### src/rtl/piso_pkg.sv
// -----------------------------------------------------------------------------
// piso_pkg
// Types and helpers shared by the parallel-in serial-out serializer.
//   piso_state_t : serializer FSM state (IDLE, SHIFT)
//   cnt_width()  : bit-counter width for a given word length
// -----------------------------------------------------------------------------
package piso_pkg;

   typedef enum logic {
      IDLE  = 1'b0,
      SHIFT = 1'b1
   } piso_state_t;

   // The counter must index 0..width-1. Clamp to at least one bit so that
   // a degenerate width still elaborates to a legal vector.
   function automatic int cnt_width(input int width);
      if (width <= 2) begin
         return 1;
      end
      return $clog2(width);
   endfunction

endpackage : piso_pkg

### src/rtl/piso_serializer_if.sv
// -----------------------------------------------------------------------------
// piso_serializer_if
// Load handshake plus serial line of the serializer, bundled as one port.
//   par_in     : word to transmit (producer -> serializer)
//   load_valid : producer offers par_in
//   load_ready : serializer can take a word this cycle
//   ser_out    : serial bit, 0 outside a frame
//   ser_valid  : ser_out carries a frame bit
//   ser_first  : first bit of a frame
//   ser_last   : last bit of a frame
//   done       : one-cycle pulse in the cycle after ser_last
// Modports: master = producer / line observer, slave = serializer.
// -----------------------------------------------------------------------------
interface piso_serializer_if #(
   parameter int WIDTH = 4
);

   logic [WIDTH-1:0] par_in;
   logic             load_valid;
   logic             load_ready;
   logic             ser_out;
   logic             ser_valid;
   logic             ser_first;
   logic             ser_last;
   logic             done;

   modport master (
      output par_in,
      output load_valid,
      input  load_ready,
      input  ser_out,
      input  ser_valid,
      input  ser_first,
      input  ser_last,
      input  done
   );

   modport slave (
      input  par_in,
      input  load_valid,
      output load_ready,
      output ser_out,
      output ser_valid,
      output ser_first,
      output ser_last,
      output done
   );

endinterface : piso_serializer_if

### src/rtl/piso_serializer.sv
// -----------------------------------------------------------------------------
// piso_serializer
// Parallel-in serial-out transmitter. A WIDTH-bit word is taken through a
// valid/ready handshake and shifted onto the line one bit per clock. A new
// word can be accepted on the last bit of the current frame, so back-to-back
// frames leave no idle gap.
//
// Parameters:
//   WIDTH     : word length in bits (>= 2)
//   MSB_FIRST : 0 = bit 0 goes first (matches the serial receiver),
//               1 = bit WIDTH-1 goes first
// Ports:
//   clk     : clock, rising edge
//   clear_n : asynchronous active-low reset; aborts any frame in flight
//   bus     : handshake + serial line (piso_serializer_if.slave)
// -----------------------------------------------------------------------------
module piso_serializer
   import piso_pkg::*;
#(
   parameter int WIDTH     = 4,
   parameter bit MSB_FIRST = 1'b0
) (
   input  logic                    clk,
   input  logic                    clear_n,
   piso_serializer_if.slave        bus
);

   localparam int             CW   = cnt_width(WIDTH);
   localparam logic [CW-1:0]  LAST = CW'(WIDTH - 1);

   generate
      if (WIDTH < 2) begin : g_width_check
         $error("piso_serializer: WIDTH must be at least 2");
      end
   endgenerate

   piso_state_t       state_q;
   logic [WIDTH-1:0]  shreg_q;
   logic [CW-1:0]     count_q;
   logic              done_q;

   logic [WIDTH-1:0]  shreg_d;     // shifted word for the next bit
   logic              head_bit;    // bit currently at the output end
   logic              ser_valid;
   logic              at_last;
   logic              load_ready;
   logic              accept;

   // The output end is the MSB or the LSB; the register always moves toward
   // it and back-fills with zero so stale data never reaches the line.
   generate
      if (MSB_FIRST) begin : g_msb_first
         assign shreg_d  = {shreg_q[WIDTH-2:0], 1'b0};
         assign head_bit = shreg_q[WIDTH-1];
      end else begin : g_lsb_first
         assign shreg_d  = {1'b0, shreg_q[WIDTH-1:1]};
         assign head_bit = shreg_q[0];
      end
   endgenerate

   assign ser_valid  = (state_q == SHIFT);
   assign at_last    = (count_q == LAST);
   // Ready on the last bit as well as in IDLE: this is what removes the gap
   // between consecutive frames.
   assign load_ready = (state_q == IDLE) || (ser_valid && at_last);
   assign accept     = bus.load_valid && load_ready;

   always_ff @(posedge clk or negedge clear_n) begin
      if (!clear_n) begin
         state_q <= IDLE;
         shreg_q <= '0;
         count_q <= '0;
         done_q  <= 1'b0;
      end else begin
         done_q <= ser_valid && at_last;
         case (state_q)
            IDLE: begin
               if (accept) begin
                  shreg_q <= bus.par_in;
                  count_q <= '0;
                  state_q <= SHIFT;
               end
            end
            SHIFT: begin
               if (!at_last) begin
                  shreg_q <= shreg_d;
                  count_q <= count_q + CW'(1);
               end else if (accept) begin
                  shreg_q <= bus.par_in;
                  count_q <= '0;
               end else begin
                  state_q <= IDLE;
               end
            end
            default: begin
               state_q <= IDLE;
            end
         endcase
      end
   end

   assign bus.load_ready = load_ready;
   assign bus.ser_valid  = ser_valid;
   assign bus.ser_out    = ser_valid && head_bit;
   assign bus.ser_first  = ser_valid && (count_q == '0);
   assign bus.ser_last   = ser_valid && at_last;
   assign bus.done       = done_q;

endmodule : piso_serializer

### src/flat_wrapper.sv
// flat-port wrapper written by rule: the top's interface ports become plain ports
module piso_serializer_flat import piso_pkg::*;
#(
   parameter int WIDTH     = 4,
   parameter bit MSB_FIRST = 1'b0
)
  (clk, clear_n, bus_par_in, bus_load_valid, bus_load_ready, bus_ser_out, bus_ser_valid, bus_ser_first, bus_ser_last, bus_done);
  piso_serializer_if #(.WIDTH(WIDTH)) bus_i ();
  input  logic clk;
  input  logic clear_n;
  input wire logic [$bits(bus_i.par_in)-1:0] bus_par_in;
  input wire logic [$bits(bus_i.load_valid)-1:0] bus_load_valid;
  output wire logic [$bits(bus_i.load_ready)-1:0] bus_load_ready;
  output wire logic [$bits(bus_i.ser_out)-1:0] bus_ser_out;
  output wire logic [$bits(bus_i.ser_valid)-1:0] bus_ser_valid;
  output wire logic [$bits(bus_i.ser_first)-1:0] bus_ser_first;
  output wire logic [$bits(bus_i.ser_last)-1:0] bus_ser_last;
  output wire logic [$bits(bus_i.done)-1:0] bus_done;
  assign bus_i.par_in = bus_par_in;
  assign bus_i.load_valid = bus_load_valid;
  assign bus_load_ready = bus_i.load_ready;
  assign bus_ser_out = bus_i.ser_out;
  assign bus_ser_valid = bus_i.ser_valid;
  assign bus_ser_first = bus_i.ser_first;
  assign bus_ser_last = bus_i.ser_last;
  assign bus_done = bus_i.done;
  piso_serializer #(.WIDTH(WIDTH), .MSB_FIRST(MSB_FIRST)) u_core (.clk(clk), .clear_n(clear_n), .bus(bus_i));
endmodule
### config.mk
export PLATFORM = sky130hd
export DESIGN_NAME = piso_serializer_flat
export DESIGN_NICKNAME = d
export VERILOG_FILES = /design/src/rtl/piso_pkg.sv /design/src/rtl/piso_serializer_if.sv /design/src/rtl/piso_serializer.sv /design/src/flat_wrapper.sv
export SDC_FILE = /design/constraint.sdc
export NUM_CORES = 1
export LEC_CHECK = 0
export CORE_UTILIZATION = 24
export CTS_CLUSTER_SIZE = 25
export DETAILED_ROUTE_END_ITERATION = 8
export PLACE_DENSITY_LB_ADDON = 0.08
export SETUP_SLACK_MARGIN = 0.2
export SLEW_MARGIN = 15
export SYNTH_ARGS = -nofsm -noshare
export SYNTH_HDL_FRONTEND = slang
export SYNTH_SLANG_ARGS = --single-unit
### constraint.sdc
create_clock -name clk -period 1.2 [get_ports clk]
set_input_delay 0.12 -clock clk [delete_from_list [all_inputs] [get_ports clk]]
set_output_delay 0.12 -clock clk [all_outputs]
set_load 0.01 [all_outputs]
# Word level (Yosys, flattened, before mapping)
# Cells that the tools add are included.
[op_classes] eq_ne=1 addsub=1 n_reduce_logical=6 n_bitwise=1 muxes=9
[op_table] op="$mux 4" n=2
[op_table] op="$pmux 4 s2" n=1
[op_table] op="$logic_and 1x1->1" n=4
[op_table] op="$mux 2" n=2
[op_table] op="$pmux 2 s2" n=1
[op_table] op="$add 2x1->2 const B" n=1
[op_table] op="$eq 2x2->1 const B" n=1
[op_table] op="$logic_not 2->1" n=1
[op_table] op="$mux 1" n=2
[op_table] op="$pmux 1 s2" n=1
[op_table] op="$logic_or 1x1->1" n=1
[op_table] op="$not 1->1" n=1
[totals] ff_bits=8 output_inout_bits=6

# Depth between registers and ports, before layout
[depth] depth_word=7 mapped_depth=4

# Least setup slack after synthesis
# Ideal clock, no wire load.
[synth_path] path_kind="register to register" from="reg u_core.count_q[0]" to="reg u_core.shreg_q[0]" setup_time_ps=125 n_path_buf=1 path_stages_with_launch=5 arrival_ps=1201 setup_slack_ps=-126 required_time_ps=1075 period_less_slack_ps=1326 cell_sequence="dfrtp_1 -> ha_1 -> nand2b_1 -> buf_2 -> mux2_4"
[synth_between] elab_chain_len=7
[synth_rtl] item="from (decl)" line_no="piso_serializer.sv:39" text="logic [CW-1:0] count_q;"
[synth_rtl] item="from (signal assigned)" line_no="piso_serializer.sv:87" text="count_q <= count_q + CW'(1);"
[synth_rtl] item="$eq 2x2->1 *" line_no="piso_serializer.sv:62" text="assign at_last = (count_q == LAST);"
[synth_rtl] item="$logic_and 1x1->1 *" line_no="piso_serializer.sv:65" text="assign load_ready = (state_q == IDLE) || (ser_valid && at_last);"
[synth_rtl] item="$logic_or 1x1->1 *" line_no="piso_serializer.sv:65"
[synth_rtl] item="net bus_load_ready" line_no="flat_wrapper.sv:13" text="output wire logic [$bits(bus_i.load_ready)-1:0] bus_load_ready;"
[synth_rtl] item="$logic_and 1x1->1 *" line_no="piso_serializer.sv:66" text="assign accept = bus.load_valid && load_ready;"
[synth_rtl] item="$mux 4 *"
[synth_rtl] item="$mux 4" line_no="piso_serializer.sv:85" text="if (!at_last) begin"
[synth_rtl] item="$pmux 4 s2 *" line_no="piso_serializer.sv:76" text="case (state_q)"
[synth_rtl] item="to (signal assigned)" line_no="piso_serializer.sv:79" text="shreg_q <= bus.par_in;"
[synth_rtl] item="to (signal assigned)" line_no="piso_serializer.sv:86" text="shreg_q <= shreg_d;"
[synth_rtl] item="to (signal assigned)" line_no="piso_serializer.sv:89" text="shreg_q <= bus.par_in;"
[synth_rtl] item="to (decl)" line_no="piso_serializer.sv:38" text="logic [WIDTH-1:0] shreg_q;"
# Mark *: on every way through the listed nets, which the timed path passes. The rest lies on a longest branch.

# Worst setup path after layout
[layout_path] from="reg u_core.count_q[1]" to="reg u_core.shreg_q[0]"
[layout_between] elab_chain_len=7
[layout_rtl] item="$eq 2x2->1 *" line_no="piso_serializer.sv:62"
[layout_rtl] item="$logic_and 1x1->1" line_no="piso_serializer.sv:65"
[layout_rtl] item="$logic_or 1x1->1" line_no="piso_serializer.sv:65"
[layout_rtl] item="$logic_and 1x1->1" line_no="piso_serializer.sv:66"
[layout_rtl] item="$mux 4"
[layout_rtl] item="$mux 4" line_no="piso_serializer.sv:85"
[layout_rtl] item="$pmux 4 s2 *" line_no="piso_serializer.sv:76"
# Mark *: on every way between the ends. The rest lies on a longest branch, timed or not.

==> flow_metrics.env <==
export IMPL_outcome="complete, but fails checks"
export IMPL_violations="negative setup slack"
export IMPL_drc_errors=0
export IMPL_initial_core_util_pct=26.9
export IMPL_drv_cap=0
export IMPL_synth_simple_gate_area_share_pct=13.4
export IMPL_antenna_found_initial=0
export IMPL_p_per_area_nw_per_um2=2390
export IMPL_irDropWorstVdd_v=0.000930
export IMPL_cts_root_buf="clkbuf_4"
export IMPL_ff2ff_setup_slack_ps=-80
export IMPL_hold_slack_ps=154
export IMPL_avgViaCountPerCell=3.81
export IMPL_gp_congestion=0.651
export IMPL_grt_max_degree=9
export IMPL_arrival_ps=1410
export IMPL_synth_top_family_by_area="multiplexers"
export IMPL_synth_fp_nets=40
export IMPL_ios=13
export IMPL_io_buffers=12
export IMPL_fin_crit_ps=1280
export IMPL_r2r_start="u_core.count_q[1]$_DFF_PN0_"
export IMPL_rsz0062_at_grt="yes"
export IMPL_die_y_um=44.3
export IMPL_drive_gt1_share_pct=56.9
export IMPL_synthCells=31
export IMPL_hp_class="in -> async"
export IMPL_r2r_cells=4
export IMPL_final_hold_viol_count=0
export IMPL_worstMarginPinSlew_ps=385
export IMPL_seqCellArea_sq_um=200
export IMPL_r2r_end="u_core.shreg_q[0]$_DFF_PN0_"
export IMPL_clk_pin_slew_ps=60
export IMPL_synth_yosys_seq_area_share_pct=46.6
export IMPL_fmax_mhz=781
export IMPL_final_cell_count_no_fill=75
export IMPL_grt_pass1_wl_mm=1.35
export IMPL_setup_worst_path_start_class="flop"
export IMPL_avgSynthCellArea_sq_um=13.8
export IMPL_fin_total_pwr_mw=1.52
export IMPL_post_dp_hpwl_um=590
export IMPL_core_sq_um=1590
export IMPL_wl_um=772
export IMPL_cts_buffers_inserted=3
export IMPL_cp_required_ps=1330
export IMPL_num_vias=286
export IMPL_dr_first_iter_drc_count=0
export IMPL_path_class="reg -> reg"
export IMPL_syn_area_sq_um=429
export IMPL_place_area_sq_um=599
export IMPL_firstDrtPassIters=1
export IMPL_p_leak_nw=0.315
export IMPL_fin_crit_sh_pct=107
export IMPL_cts_num_sinks=8
export IMPL_timing_final_ws_setup_ps=-80.7
export IMPL_utilization_pct=39.9
export IMPL_gr_usage_all_layers_pct=10.0
export IMPL_dp_cells=68
export IMPL_antenna_left=0
export IMPL_wire_per_inst_um=10.3
export IMPL_startpoint="u_core.count_q[1]$_DFF_PN0_"
export IMPL_multiInputGateArea_sq_um=221
export IMPL_fillers=164
export IMPL_cts_buffer_depth=2
export IMPL_cts_tree="built"
export IMPL_synthMuxAreaShare_pct=28.6
export IMPL_synth_xor_area_share_pct=0
export IMPL_ys_warnings_count=0
export IMPL_grt_pass1_vias=290
export IMPL_row_count=14
export IMPL_nets=62
export IMPL_gr_total_overflow=0
export IMPL_cp_end_kind="flop"
export IMPL_synth_fa_ha_area_share_pct=5.83
export IMPL_die_area_sq_um=1960
export IMPL_clock_skew_ps=5.12
export IMPL_synthToLayoutAreaGrowth_pct=48.1
export IMPL_die_width_um=44.3
export IMPL_synth_compound_area_share_pct=0
export IMPL_holdBufCountCts=0
export IMPL_slew_headroom_pct=74.3
export IMPL_fin_area_sq_um=636
export IMPL_ys_ff_latch=8
export IMPL_critPathMaxFanout=5
export IMPL_diodes=0
export IMPL_htree_levels=1
export IMPL_finalSetupViolCount=7
export IMPL_clk_insertion_delay_late_ps=250
export IMPL_ys_types=12
export IMPL_final_max_slew_viol_count=0
-- worst max path at each step --
stage	endpoint	slack [ps]	cells after the start
floorplan	u_core.count_q[1]$_DFF_PN0_	-40	4
global placement	u_core.shreg_q[0]$_DFF_PN0_	-260	3
detailed placement	u_core.shreg_q[0]$_DFF_PN0_	-290	3
CTS	u_core.count_q[1]$_DFF_PN0_	-90	4
global route	u_core.shreg_q[2]$_DFF_PN0_	-110	4
finish	u_core.shreg_q[0]$_DFF_PN0_	-80	4
-- cell usage after synthesis --
library cell	count	share of area, %
nand2b_2	2	4.1
buf_6	1	2.6
mux2_2	2	5.2
dfrtp_1	8	47
ha_1	2	5.8
and2_1	4	5.8
and2b_2	1	2.0
nand2b_1	1	1.5
buf_2	1	1.2
mux2_4	6	21
inv_1	2	1.7
mux2i_1	1	2.3
-- registers in the layout (all words and copies together) (netlist names) --
name	flops
u_core.shreg_q	4
u_core.bus.ser_valid	1
u_core.bus.done	1
u_core.count_q	2
-- critical path: stages, from the launching register on --
cell and delay (ps):
dfrtp_1 400, ha_2 190, nand2b_4 150, buf_6 130, mux2_4 290
-- power by group --
| part | switching, mW | internal [mW] | total [mW] |
|---|---|---|---|
| combinational | 0.312 | 0.559 | 0.871 |
| sequential | 0.0624 | 0.384 | 0.446 |
| clock | 0.0894 | 0.114 | 0.204 |
| total | 0.464 | 1.06 | 1.52 |
-- what timing repair did --
action / 4_1_cts / 5_1_grt
setup buffers: 3 / 1
endpoints found under the setup margin: 13 / 12
pin swaps: 3 / 1
gates resized for setup: 24 / 2
-- stage by stage --
stage / setup slack [ps] / TNS [ps]
6_report: -80.7 / -389
5_1_grt: -113 / -717
4_1_cts: -89.5 / -519
3_5_place_dp: -290 / -1710
3_3_place_gp: -256 / -1510
2_1_floorplan: -43.5 / -174
-- kinds of logic (layout without fill, tap and decap cells) --
logic type,count (synthesis),in the layout
simple gates,8,8
buf+inv,4,24
mux,9,9
flops,8,8
fa+ha+maj,2,2
-- routing by layer --
layer / vias to the layer above / wire length (um) / global-route usage, %
met5: - / 0 / 0
met4: 0 / 0 / 5.45
met3: 0 / 50 / 4.08
met2: 9 / 365 / 13.2
met1: 137 / 356 / 13.7
li1: 140 / - / -
-- placed cells by master (no fill, tap or decap), drive strengths merged --
master / Yosys / layout
and2: 4 / 4
and2b: 1 / 1
buf: 2 / 12
clkbuf: 0 / 3
clkdlybuf4s15: 0 / 1
clkdlybuf4s50: 0 / 5
dfrtp: 8 / 8
dlygate4sd2: 0 / 1
ha: 2 / 2
inv: 2 / 2
mux2: 8 / 8
mux2i: 1 / 1
nand2b: 3 / 3
-- final cells by class --
class | count | area share, %
clock buffers | 3 | 3.54
inverters | 2 | 1.18
multi-input cells | 19 | 34.8
flip-flops and latches | 8 | 31.5
well taps | 24 | 4.72
repair buffers | 19 | 24.2
No activity file was read; power rests on OpenSTA's default activity.
